## src/rtl/div_issue_ctrl_pkg.sv

```systemverilog
// rtl/div_issue_ctrl_pkg.sv - shared constants and state encoding for the divide issue controller
package div_issue_ctrl_pkg;

  localparam int DIV_DW = 32;

  typedef enum logic [2:0] {
    IDLE  = 3'd0,
    ISSUE = 3'd1,
    WAIT  = 3'd2,
    DONE  = 3'd3,
    DRAIN = 3'd4
  } div_state_t;

endpackage

```

## src/rtl/div_issue_ctrl_if.sv

```systemverilog
// rtl/div_issue_ctrl_if.sv - start/busover handshake and operand/result bus to the radix-4 divider
interface div_issue_ctrl_if;
  import div_issue_ctrl_pkg::*;

  logic [DIV_DW-1:0] div_a;
  logic [DIV_DW-1:0] div_b;
  logic              div_start;
  logic              div_busover;
  logic [DIV_DW-1:0] div_q;
  logic [DIV_DW-1:0] div_r;
  logic              div_done;

  modport master (
    output div_a, div_b, div_start, div_busover,
    input  div_q, div_r, div_done
  );

  modport slave (
    input  div_a, div_b, div_start, div_busover,
    output div_q, div_r, div_done
  );

endinterface

```

## src/rtl/div_issue_ctrl.sv

```systemverilog
// rtl/div_issue_ctrl.sv - EX-stage DIV/DIVU issue, stall and HI/LO writeback around an unsigned divider
module div_issue_ctrl
  import div_issue_ctrl_pkg::*;
#(
  parameter int DW = DIV_DW
) (
  input  logic              clk,
  input  logic              rst,
  input  logic              ex_div_req,
  input  logic              ex_div_signed,
  input  logic [DW-1:0]     ex_op_a,
  input  logic [DW-1:0]     ex_op_b,
  input  logic              flush,
  output logic              stall_req,
  output logic              hi_we,
  output logic              lo_we,
  output logic [DW-1:0]     hi_wdata,
  output logic [DW-1:0]     lo_wdata,
  div_issue_ctrl_if.master  div
);

  div_state_t    state;
  logic          neg_q;
  logic          neg_r;
  logic          drain_first;
  logic [DW-1:0] mag_a;
  logic [DW-1:0] mag_b;

  // 0x80000000 negates to itself, which is the correct unsigned magnitude
  always_comb begin
    mag_a = (ex_div_signed && ex_op_a[DW-1]) ? (~ex_op_a + 1'b1) : ex_op_a;
    mag_b = (ex_div_signed && ex_op_b[DW-1]) ? (~ex_op_b + 1'b1) : ex_op_b;
  end

  always_ff @(posedge clk or negedge rst) begin
    if (!rst) begin
      state       <= IDLE;
      div.div_a   <= '0;
      div.div_b   <= '0;
      neg_q       <= 1'b0;
      neg_r       <= 1'b0;
      drain_first <= 1'b0;
      hi_wdata    <= '0;
      lo_wdata    <= '0;
    end else begin
      case (state)
        IDLE: begin
          if (ex_div_req && !flush) begin
            div.div_a <= mag_a;
            div.div_b <= mag_b;
            neg_q     <= ex_div_signed & (ex_op_a[DW-1] ^ ex_op_b[DW-1]);
            neg_r     <= ex_div_signed & ex_op_a[DW-1];
            state     <= ISSUE;
          end
        end
        // divider still shows done from its parked state here, so it is not looked at
        ISSUE: begin
          drain_first <= 1'b1;
          state       <= flush ? DRAIN : WAIT;
        end
        WAIT: begin
          if (flush) begin
            drain_first <= 1'b1;
            state       <= DRAIN;
          end else if (div.div_done) begin
            lo_wdata <= neg_q ? (~div.div_q + 1'b1) : div.div_q;
            hi_wdata <= neg_r ? (~div.div_r + 1'b1) : div.div_r;
            state    <= DONE;
          end
        end
        DONE: begin
          state <= IDLE;
        end
        DRAIN: begin
          drain_first <= 1'b0;
          if (!drain_first && div.div_done) begin
            state <= IDLE;
          end
        end
        default: begin
          state <= IDLE;
        end
      endcase
    end
  end

  // busover stays low until we leave WAIT/DRAIN so the divider parks instead of restarting
  assign div.div_start   = (state == ISSUE) || (state == WAIT) || (state == DRAIN);
  assign div.div_busover = !((state == WAIT) || (state == DRAIN));
  assign stall_req       = ex_div_req && (state != DONE);
  assign hi_we           = (state == DONE);
  assign lo_we           = (state == DONE);

endmodule

```

## src/flat_wrapper.sv

```systemverilog
// flat-port wrapper written by rule: the top's interface ports become plain ports
module div_issue_ctrl_flat import div_issue_ctrl_pkg::*;
#(
  parameter int DW = DIV_DW
)
  (clk, rst, ex_div_req, ex_div_signed, ex_op_a, ex_op_b, flush, stall_req, hi_we, lo_we, hi_wdata, lo_wdata, div_div_a, div_div_b, div_div_start, div_div_busover, div_div_q, div_div_r, div_div_done);
  div_issue_ctrl_if div_i ();
  input  logic clk;
  input  logic rst;
  input  logic ex_div_req;
  input  logic ex_div_signed;
  input  logic [DW-1:0] ex_op_a;
  input  logic [DW-1:0] ex_op_b;
  input  logic flush;
  output logic stall_req;
  output logic hi_we;
  output logic lo_we;
  output logic [DW-1:0] hi_wdata;
  output logic [DW-1:0] lo_wdata;
  output wire logic [$bits(div_i.div_a)-1:0] div_div_a;
  output wire logic [$bits(div_i.div_b)-1:0] div_div_b;
  output wire logic [$bits(div_i.div_start)-1:0] div_div_start;
  output wire logic [$bits(div_i.div_busover)-1:0] div_div_busover;
  input wire logic [$bits(div_i.div_q)-1:0] div_div_q;
  input wire logic [$bits(div_i.div_r)-1:0] div_div_r;
  input wire logic [$bits(div_i.div_done)-1:0] div_div_done;
  assign div_div_a = div_i.div_a;
  assign div_div_b = div_i.div_b;
  assign div_div_start = div_i.div_start;
  assign div_div_busover = div_i.div_busover;
  assign div_i.div_q = div_div_q;
  assign div_i.div_r = div_div_r;
  assign div_i.div_done = div_div_done;
  div_issue_ctrl #(.DW(DW)) u_core (.clk(clk), .rst(rst), .ex_div_req(ex_div_req), .ex_div_signed(ex_div_signed), .ex_op_a(ex_op_a), .ex_op_b(ex_op_b), .flush(flush), .stall_req(stall_req), .hi_we(hi_we), .lo_we(lo_we), .hi_wdata(hi_wdata), .lo_wdata(lo_wdata), .div(div_i));
endmodule
```

## config.mk

```make
export PLATFORM = sky130hd
export DESIGN_NAME = div_issue_ctrl_flat
export DESIGN_NICKNAME = d
export VERILOG_FILES = /design/src/rtl/div_issue_ctrl_pkg.sv /design/src/rtl/div_issue_ctrl_if.sv /design/src/rtl/div_issue_ctrl.sv /design/src/flat_wrapper.sv
export SDC_FILE = /design/constraint.sdc
export NUM_CORES = 1
export LEC_CHECK = 0
export BUFFER_PORTS_ARGS = -buffer_cell sky130_fd_sc_hd__clkbuf_2
export CAP_MARGIN = 25
export CORE_MARGIN = 5
export CORE_UTILIZATION = 34
export CTS_BUF_LIST = sky130_fd_sc_hd__clkbuf_16
export DETAILED_ROUTE_END_ITERATION = 7
export HOLD_SLACK_MARGIN = 0.12
export PLACE_DENSITY = 0.65
export SLEW_MARGIN = 20
export SYNTH_ARGS = -nofsm -noshare
export SYNTH_HDL_FRONTEND = slang
export SYNTH_SLANG_ARGS = --single-unit
export TNS_END_PERCENT = 10
```

## constraint.sdc

```tcl
create_clock -name clk -period 3.1 [get_ports clk]
set_input_delay 0.465 -clock clk [delete_from_list [all_inputs] [get_ports clk]]
set_output_delay 0.465 -clock clk [all_outputs]
set_load 0.02 [all_outputs]
```

# Word-level counts from Yosys, hierarchy flattened

Index checks and enable logic that the tools add are counted.

Input bits: 134
Memories kept: 0
Register bits after elaboration: 134
Latch bits: 0
Logic and storage cells: 58
Output and inout port bits: 133
Bits in writable memories: 0
Bits in read-only memories: 0

Add/sub/neg operators: 4
Bitwise operators: 8
$lt $le $gt $ge: 0
Multiply operators: 0
Shift operators: 0
Equal/unequal tests: 9
Reduce and logical (&&, ||, !) cells: 17
Div/mod/pow operators: 0
Muxes and demuxes: 12

Operator list:

| kind                                          | number |
|---|---|
| adder 32 x 1 -> 32 bit, second input constant | 4 |
| two-way mux 32 bit                            | 4 |
| inverter 32 bit                               | 4 |
| two-way mux 3 bit                             | 5 |
| case mux 3 bit (4 select lines)               | 1 |
| == test 3 x 2 -> 1 bit, second input constant | 2 |
| AND reduction 3 bit                           | 2 |
| logical AND 1 bit                             | 5 |
| != test 2 x 1 -> 1 bit, second input constant | 2 |
| AND reduction 2 bit                           | 2 |
| == test 3 x 1 -> 1 bit, second input constant | 1 |
| == test 3 bit, second input constant          | 1 |
| zero test 1 bit                               | 3 |
| zero test 3 bit                               | 1 |
| logical OR 1 bit                              | 3 |
| != test 3 x 2 -> 1 bit, second input constant | 1 |
| != test 3 bit, second input constant          | 1 |
| case mux 1 bit (3 select lines)               | 1 |
| nonzero test 3 bit                            | 1 |
| bitwise AND 1 bit                             | 2 |
| != test 2 bit, second input constant          | 1 |
| two-way mux 1 bit                             | 1 |
| inverter 1 bit                                | 1 |
| XOR 1 bit                                     | 1 |

# Logic depth before layout (Yosys ltp)

Gate-level depths: netlist of the first run.

Word-level depth: 4
Mapped depth: 8
Depth with buffers taken out: 7

# Worst setup path before layout of the first run

Ideal clock, no wire load.

Path type: input to register
Start point: in ex_op_a[1]
End point: reg u_core.div.div_a[31]
Path slack: 0.918 ns
Data arrival time: 2.082 ns
Setup time: 0.099 ns
Required time: 3.001 ns
Path buffers: 0
Stages on the path: 5
Path through: or4_1 nor3_2 nand4_2 or3b_1 a311oi_1

Longest elaborated chain between the ends: 3

RTL lines:

| element                | RTL line                | source |
|---|---|---|
| from (decl)            | flat_wrapper.sv:12      | `input logic [DW-1:0] ex_op_a;` |
| inverter 32 bit        | div_issue_ctrl.sv:31    | `mag_a = (ex_div_signed && ex_op_a[DW-1]) ? (~ex_op_a + 1'b1) : ex_op_a;` |
| adder 32 x 1 -> 32 bit | div_issue_ctrl.sv:31    |  |
| two-way mux 32 bit     | div_issue_ctrl.sv:31    |  |
| to (signal assigned)   | div_issue_ctrl.sv:49    | `div.div_a <= mag_a;` |
| to (decl)              | div_issue_ctrl_if.sv:14 | `output div_a, div_b, div_start, div_busover,` |

No other way between the ends.
A chain may end at the register's enable or synchronous reset.

# Worst setup path in the final report of the first run

Start point: reg u_core.state[0]
End point: out div_div_start

Longest elaborated chain between the ends: 3
Elaborated cells between the ends (all ways): 5
Classes of those cells: eq/ne: 3; reduce/logical: 2

RTL lines:

| element                                                                 | RTL line             | source |
|---|---|---|
| from (decl)                                                             | div_issue_ctrl.sv:22 | `div_state_t state;` |
| from (signal assigned)                                                  | div_issue_ctrl.sv:59 | `state <= flush ? DRAIN : WAIT;` |
| == test 3 x 1 -> 1 bit / == test 3 x 2 -> 1 bit (equally long branches) | div_issue_ctrl.sv:88 | `assign div.div_start = (state == ISSUE) \|\| (state == WAIT) \|\| (state == DRAIN);` |
| logical OR 1 bit                                                        | div_issue_ctrl.sv:88 |  |
| logical OR 1 bit *                                                      | div_issue_ctrl.sv:88 |  |
| to (decl)                                                               | flat_wrapper.sv:22   | `output wire logic [$bits(div_i.div_start)-1:0] div_div_start;` |

Mark *: on every way between the ends. The rest lies on a longest branch, timed or not.

==> metrics.cfg, run 1 <==
[run_status]
status = finished, final reports clean

[synth]
synthesis.nets = 1042
synth_top_area_share = 0.428
synth.most_common_cell = nand2_1
async_reset_ff_frac = 1.00
synthTopCellsByCount = nand2_1 (154), dfrtp_1 (134), o21ai_0 (129), xor2_1 (61), xnor2_1 (47)
netlist.top_cell.by_area = dfrtp_1
synth_cell_types = 58
seq_area_frac_synth = 0.428
synth_seq_cells = 134
netlist_area_um2 = 7840
synth_edf_count = 0
synthTopCellsByArea = dfrtp_1 (43%), o21ai_0 (8.2%), nand2_1 (7.4%)
synth_ff_type = dfrtp_1
yosys_warnings = 0
synth_cells = 904
syn_area_per_cell_um2 = 8.68

[cts]
cts_tree = yes
clock_latency_ns = 0.42
cts-buffers-inserted = 17
clkTransAtPathRegs_ns = 0.06
clockBufferDepth = 2
htree_levels = 4
clkSinkCount = 134
cts_resized = 0
cts-root-buf = clkbuf_16

[detailed_routing]
routed_wl_um = 23100
remaining_drc_errors = 0
ant_nets = 0
wl_per_cell_um = 15.9
via_per_inst = 5.13
drt-initial-drc-count = 357
dr.pass1.iters = 5
via_count = 7453

[cells_and_area]
seqCellArea_um2 = 3350
fill_cells = 2311
drive_above_1_share = 0.282
nNetsFinal = 1293
multiInputGateArea_um2 = 4230
diodes = 0
fin_cells = 1453
syn_to_final_growth_pct = 27.9

[placed_design]
place_congestion = 0.825
dp_hpwl_um = 17600
place_inst = 1419
io_buffer_count = 266

[grt]
antenna_found_initial = 0
grt_pass1_wl_um = 37900
grt_usage = 0.175
grt_max_degree = 91
grt_overflow_total = 0
grt_pass1_vias = 7483

[hold_path]
hold_path_class = in -> reg

[timing]
hold_viol = 0
rsz0062_at_grt = false
setup_viol = 0
fmax_mhz = 462
tightest_slew_ns = 1.02
setup-tns-final_ns = 0
period_needed_ns = 2.17
relSlewSlack = 0.316
slew_viol_final = 0
fin_crit_sh = 0.699
clock_skew_ns = 0.0140

[pwr]
p_total_mw = 8.74
p_leak_nw = 4.57
p_per_area_nw_per_um2 = 871
ir_worst_vdd_mv = 0.400

[setup_path]
cp-end-kind = primary output
worst_ep_required_time_ns = 2.63
critPathKind = reg -> out
cp.arrival_ns = 1.70
crit_fanout = 10
cp-start-kind = flop

[floorplan]
chipHeight_um = 162
die_w_um = 162
ioPinCount = 267
die-area_um2 = 26200
fp.coreArea_um2 = 22700
rows = 55
initial_core_util = 0.345

[run]
max-cap-violations = 0

repair_timing:
item,4_1_cts,5_1_grt
hold buffers,1,0
hold endpoints to repair,34,0
setup buffers,0,0
critical path, cell delays in order (launching register included):
cell	delay, ns
dfrtp_1	0.49
nor2_1	0.29
nand2_1	0.11
o21ai_0	0.17
clkbuf_2	0.24
cells by family (layout without fill, tap and decap cells):
group / after synthesis / after routing / synth area share
AO/OA/AOI/OAI: 244 / 244 / 0.187
XOR/XNOR: 108 / 108 / 0.121
adder cells (fa/ha/maj): 4 / 4 / 0.00638
buffers and inverters: 71 / 335 / 0.0373
flip-flops: 134 / 134 / 0.428
multiplexers: 4 / 4 / 0.00511
AND/OR/NAND/NOR: 339 / 339 / 0.216
placed cells by master (no fill, tap or decap), types with 4 or more instances in the layout:
cell type	Yosys	routed
clkbuf_2	0	265
nand2_1	154	154
dfrtp_1	134	134
o21ai_0	129	129
xor2_1	61	61
xnor2_1	47	47
nor2_1	46	46
nor3_1	27	27
inv_1	22	22
a21oi_1	22	22
o31ai_1	19	19
nor4_1	19	17
clkbuf_16	0	17
a31oi_1	14	14
o41ai_1	14	14
o21ai_1	12	12
nand2b_1	11	11
nand3_1	12	11
or4_1	12	11
nand4_1	11	11
buf_4	1	11
o211ai_1	10	10
nor3b_1	8	8
or3_1	7	7
a41oi_1	7	7
nor2b_1	6	6
clkinv_2	0	5
nor4_2	2	4
or4_4	3	4
mux2i_1	4	4
ha_1	4	4
inv_6	0	4
area by class of cell:
class,count,area share
inverters,22,0.00823
repair buffers,281,0.148
clock inverters,15,0.0104
multi-input cells,699,0.421
clock buffers,17,0.0424
well taps,285,0.0356
flip-flops and latches,134,0.334
final timing paths:
kind,end,start,slack (ns),depth (start not counted)
setup / recovery,div_div_start,u_core.state[0]$_DFFE_PN0P_,0.93,4
hold / removal,u_core.hi_wdata[31]$_DFFE_PN0P_,div_div_r[31],0.32,3
setup reg to reg,u_core.hi_wdata[27]$_DFFE_PN0P_,u_core.state[2]$_DFFE_PN0P_,1.05,4
hold reg to reg,u_core.neg_q$_DFFE_PN0P_,u_core.neg_q$_DFFE_PN0P_,0.47,2
max in group asynchronous,u_core.div.div_b[26]$_DFFE_PN0P_,rst,1.83,3
min in group asynchronous,u_core.hi_wdata[17]$_DFFE_PN0P_,rst,0.53,2
routing by layer:
layer	vias up	wire length [um]	track usage
li1	3725	-	-
met1	3483	10200	0.221
met2	233	10700	0.290
met3	12	2020	0.0601
met4	0	169	0.0415
met5	-	0	0
stage by stage:
stage	utilization	setup slack, ns	instance area [um2]	hold slack [ns]
floorplan	-	0.918	7840	0.169
global placement	0.417	0.606	9480	0.398
detailed placement	0.417	0.552	9480	0.396
CTS	0.441	0.876	10000	0.300
global route	0.442	0.803	10000	0.327
finish	0.442	0.934	10000	0.323
state kept, by name (all words and copies together), names as in the netlist:
name,cells
u_core.state,3
u_core.neg_r,1
u_core.lo_wdata,32
u_core.drain_first,1
u_core.hi_wdata,32
u_core.neg_q,1
u_core.div.div_a,32
u_core.div.div_b,32
power breakdown:
| group | switching (mW) | internal, mW |
|---|---|---|
| clock network | 0.837 | 1.02 |
| registers | 0.513 | 2.59 |
| logic | 2.48 | 1.29 |
| total | 3.83 | 4.91 |
Power figures use the tool's default switching activity.
==> run 2, diff against run 1 <==
- ABC_AREA: default -> 1
- PLACE_DENSITY: 0.65 -> 0.64
- clock period: 3.1 -> 2 ns (I/O delays scaled with it)
==> metrics.cfg, run 2 <==
[synth]
synth_top_family_by_area = simple AND/OR/NAND/NOR gates
synthesis.nets = 1475  ; +42%
seq_area_frac_synth = 0.383  ; -0.0449
synth_top_area_share = 0.383  ; -0.0449
async_reset_ff_frac = 1.00  ; unchanged
synth_seq_cells = 134  ; unchanged
synthTopCellsByArea = dfrtp_1 (38%), nand2_1 (21%), nand3_1 (10%)
synth-xor-area-share = 0.0410  ; -0.0796
synth.most_common_cell = nand2_1
netlist_area_um2 = 8760  ; +12%
muxShareOfSynthArea = 0  ; -0.00511
netlist.top_cell.by_area = dfrtp_1
synth_ff_type = dfrtp_1
synth_edf_count = 0  ; unchanged
syn_area_per_cell_um2 = 6.55  ; -24%
synth_cells = 1337  ; +48%
yosys_warnings = 0  ; unchanged
synth_cell_types = 34  ; -41%
synth-simple-area-share = 0.425  ; +0.208
synth_compound_area_frac = 0.0700  ; -0.117
synthTopCellsByCount = nand2_1 (482), nand3_1 (178), nor2_1 (162), dfrtp_1 (134), inv_1 (116)
synth_fa_ha_area_frac = 0.00571  ; -0.000670

[timing]
fin_crit_sh = 0.907
hold_viol = 0  ; unchanged
relSlewSlack = 0.552  ; +0.237
rsz0062_at_grt = false
slew_viol_final = 0  ; unchanged
setup_slack_ns = 0.186  ; -0.748 ns
fmax_mhz = 551
tightest_slew_ns = 0.665  ; -0.359 ns
setup-tns-final_ns = 0  ; unchanged
setup_viol = 0  ; unchanged
holdWs_ns = 0.160  ; -0.164 ns
clock_skew_ns = 0.0136  ; -0.000450 ns
period_needed_ns = 1.81

[setup_path]
cp-end-kind = primary output
crit_fanout = 4  ; -6
reg2reg_setup_slack_ns = 0.31  ; -0.74 ns
cp-start-kind = flop
crit-reg2reg-launch = u_core.neg_r$_DFFE_PN0P_
crit_path_frequent_cell = inv_1
r2r_cells = 7  ; +3
r2r-end = u_core.hi_wdata[16]$_DFFE_PN0P_
cp.arrival_ns = 1.51  ; -0.19 ns
critPathKind = reg -> out
cpMaxStageDelayCell = dfrtp_1
crit_chain = inv_1 -> o21ai_0 -> nor2_1 -> inv_1 -> o21ai_1 -> buf_4
worst_ep_required_time_ns = 1.70  ; -0.93 ns
cpPeakStageDelay_ns = 0.40  ; -0.09 ns

[detailed_routing]
via_count = 9591  ; +29%
via_per_inst = 4.93  ; -3.9%
ant_nets = 0  ; unchanged
wl_per_cell_um = 15.0  ; -5.8%
routed_wl_um = 29200  ; +26%
dr.pass1.iters = 5  ; unchanged
remaining_drc_errors = 0  ; unchanged
drt-initial-drc-count = 658  ; +84%

[placed_design]
place_area_um2 = 10500  ; +11%
preCtsSetupSlack_ns = 0.246  ; -0.306 ns
place_inst = 1911  ; +35%
place_congestion = 0.937  ; +13%
io_buffer_count = 266  ; unchanged
dp_hpwl_um = 23000  ; +30%

[cts]
clockBufferDepth = 2  ; unchanged
clock_latency_ns = 0.41  ; about the same
htree_levels = 4  ; unchanged
post_cts_buffers = 0  ; unchanged
clkSinkCount = 134  ; unchanged
cts_tree = yes
clkTransAtPathRegs_ns = 0.06  ; about the same
cts-root-buf = clkbuf_16
cts-buffers-inserted = 17  ; unchanged

[grt]
antenna_found_initial = 3  ; +3
grt_pass1_vias = 9228  ; +23%
grt_usage = 0.198  ; +0.0233
grt_overflow_total = 0  ; unchanged
grt_max_degree = 83  ; -8.8%
grt_pass1_wl_um = 46900  ; +24%

[cells_and_area]
post-route-util = 0.442  ; about the same
syn_to_final_growth_pct = 27.4
final_common_cell = nand2_1
mostFrequentLayoutCells = nand2_1 (482), clkbuf_2 (264), nand3_1 (178)
nNetsFinal = 1740  ; +35%
drive_above_1_share = 0.208  ; -0.0736
fin_area_um2 = 11200  ; +11%
fin_cells = 1946  ; +34%
fill_cells = 2657  ; +15%

[hold_path]
min_delay_path_depth = 3  ; unchanged
hold_path_end = u_core.div.div_b[1]$_DFFE_PN0P_
hp-start = ex_op_b[1]
hold_path_class = in -> reg

[floorplan]
die_w_um = 171  ; +5.3%
fp.coreArea_um2 = 25300  ; +11%
initial_core_util = 0.347  ; +0.00161
ioPinCount = 267  ; unchanged
die-area_um2 = 29100  ; +11%
chipHeight_um = 171  ; +5.3%
rows = 58  ; +5.5%

[run_status]
status = finished, final reports clean

[pwr]
p_total_mw = 15.0  ; +72%
p_leak_nw = 6.01  ; +31%
p_per_area_nw_per_um2 = 1350  ; +55%
ir_worst_vdd_mv = 0.611  ; +53%

[run]
max-cap-violations = 0  ; unchanged

run 2: cell count changes after synthesis, sizes merged, moves of 26 or more:
cell | previous run | this run
nand2 | 154 | 487
xnor2 | 47 | 6
xor2 | 61 | 35
inv | 22 | 121
nor2 | 46 | 170
o21ai | 141 | 94
nand3 | 12 | 180
clkbuf | 44 | 14
run 2: layer usage:
layer,vias to the layer above,GRT usage,wire length [um]
met5,-,0,24
met4,4,0.0378,325
met3,32,0.0587,2520
met2,334,0.324,13300
met1,4401,0.264,13000
li1,4820,-,-
run 2: cell families after synthesis:
family                   count (synthesis)
AO/OA/AOI/OAI                          116
flip-flops                             134
adder cells (fa/ha/maj)                  4
AND/OR/NAND/NOR                        881
buffers and inverters                  161
XOR/XNOR                                41
run 2: cell type report:
cell class | count | area [um2] | share of cell area
repair buffers | 286 | 1560 | 0.140
inverters | 121 | 454 | 0.0407
flip-flops and latches | 134 | 3350 | 0.300
multi-input cells | 1042 | 4750 | 0.425
well taps | 330 | 413 | 0.0370
diodes | 1 | 2.50 | 0.000224
clock inverters | 15 | 210 | 0.0188
clock buffers | 17 | 425 | 0.0381
run 2: power by group:
part | internal, mW | leakage, nW | switching [mW]
registers | 3.95 | 1.68 | 0.807
logic | 2.26 | 4.02 | 4.56
clock network | 2.20 | 0.305 | 1.27
total | 8.41 | 6.01 | 6.63
run 2: repair_timing:
item | CTS | global route
gates resized for setup | 0 | 3
setup endpoints to repair | 0 | 1
hold endpoints to repair | 135 | 0
hold buffers | 2 | 0
run 2: worst max-delay path by stage:
stage                                 from                         endpoint  slack [ns]  cells past startpoint
2_1_floorplan  u_core.state[1]$_DFFE_PN0P_                            lo_we        0.44                      3
3_3_place_gp                  div_div_r[0]  u_core.hi_wdata[16]$_DFFE_PN0P_        0.33                     10
3_5_place_dp                  div_div_q[0]  u_core.lo_wdata[24]$_DFFE_PN0P_        0.25                     10
4_1_cts        u_core.state[2]$_DFFE_PN0P_                    div_div_start        0.08                      6
5_1_grt        u_core.state[2]$_DFFE_PN0P_                    div_div_start        0.01                      6
6_report       u_core.state[2]$_DFFE_PN0P_                    div_div_start        0.19                      6
run 2: critical path, delay by kind of cell (launching register included):
kind | cells | cell delay (ns)
flops | 1 | 0.40
buf+inv | 3 | 0.37
compound gates | 2 | 0.22
simple gates | 1 | 0.11
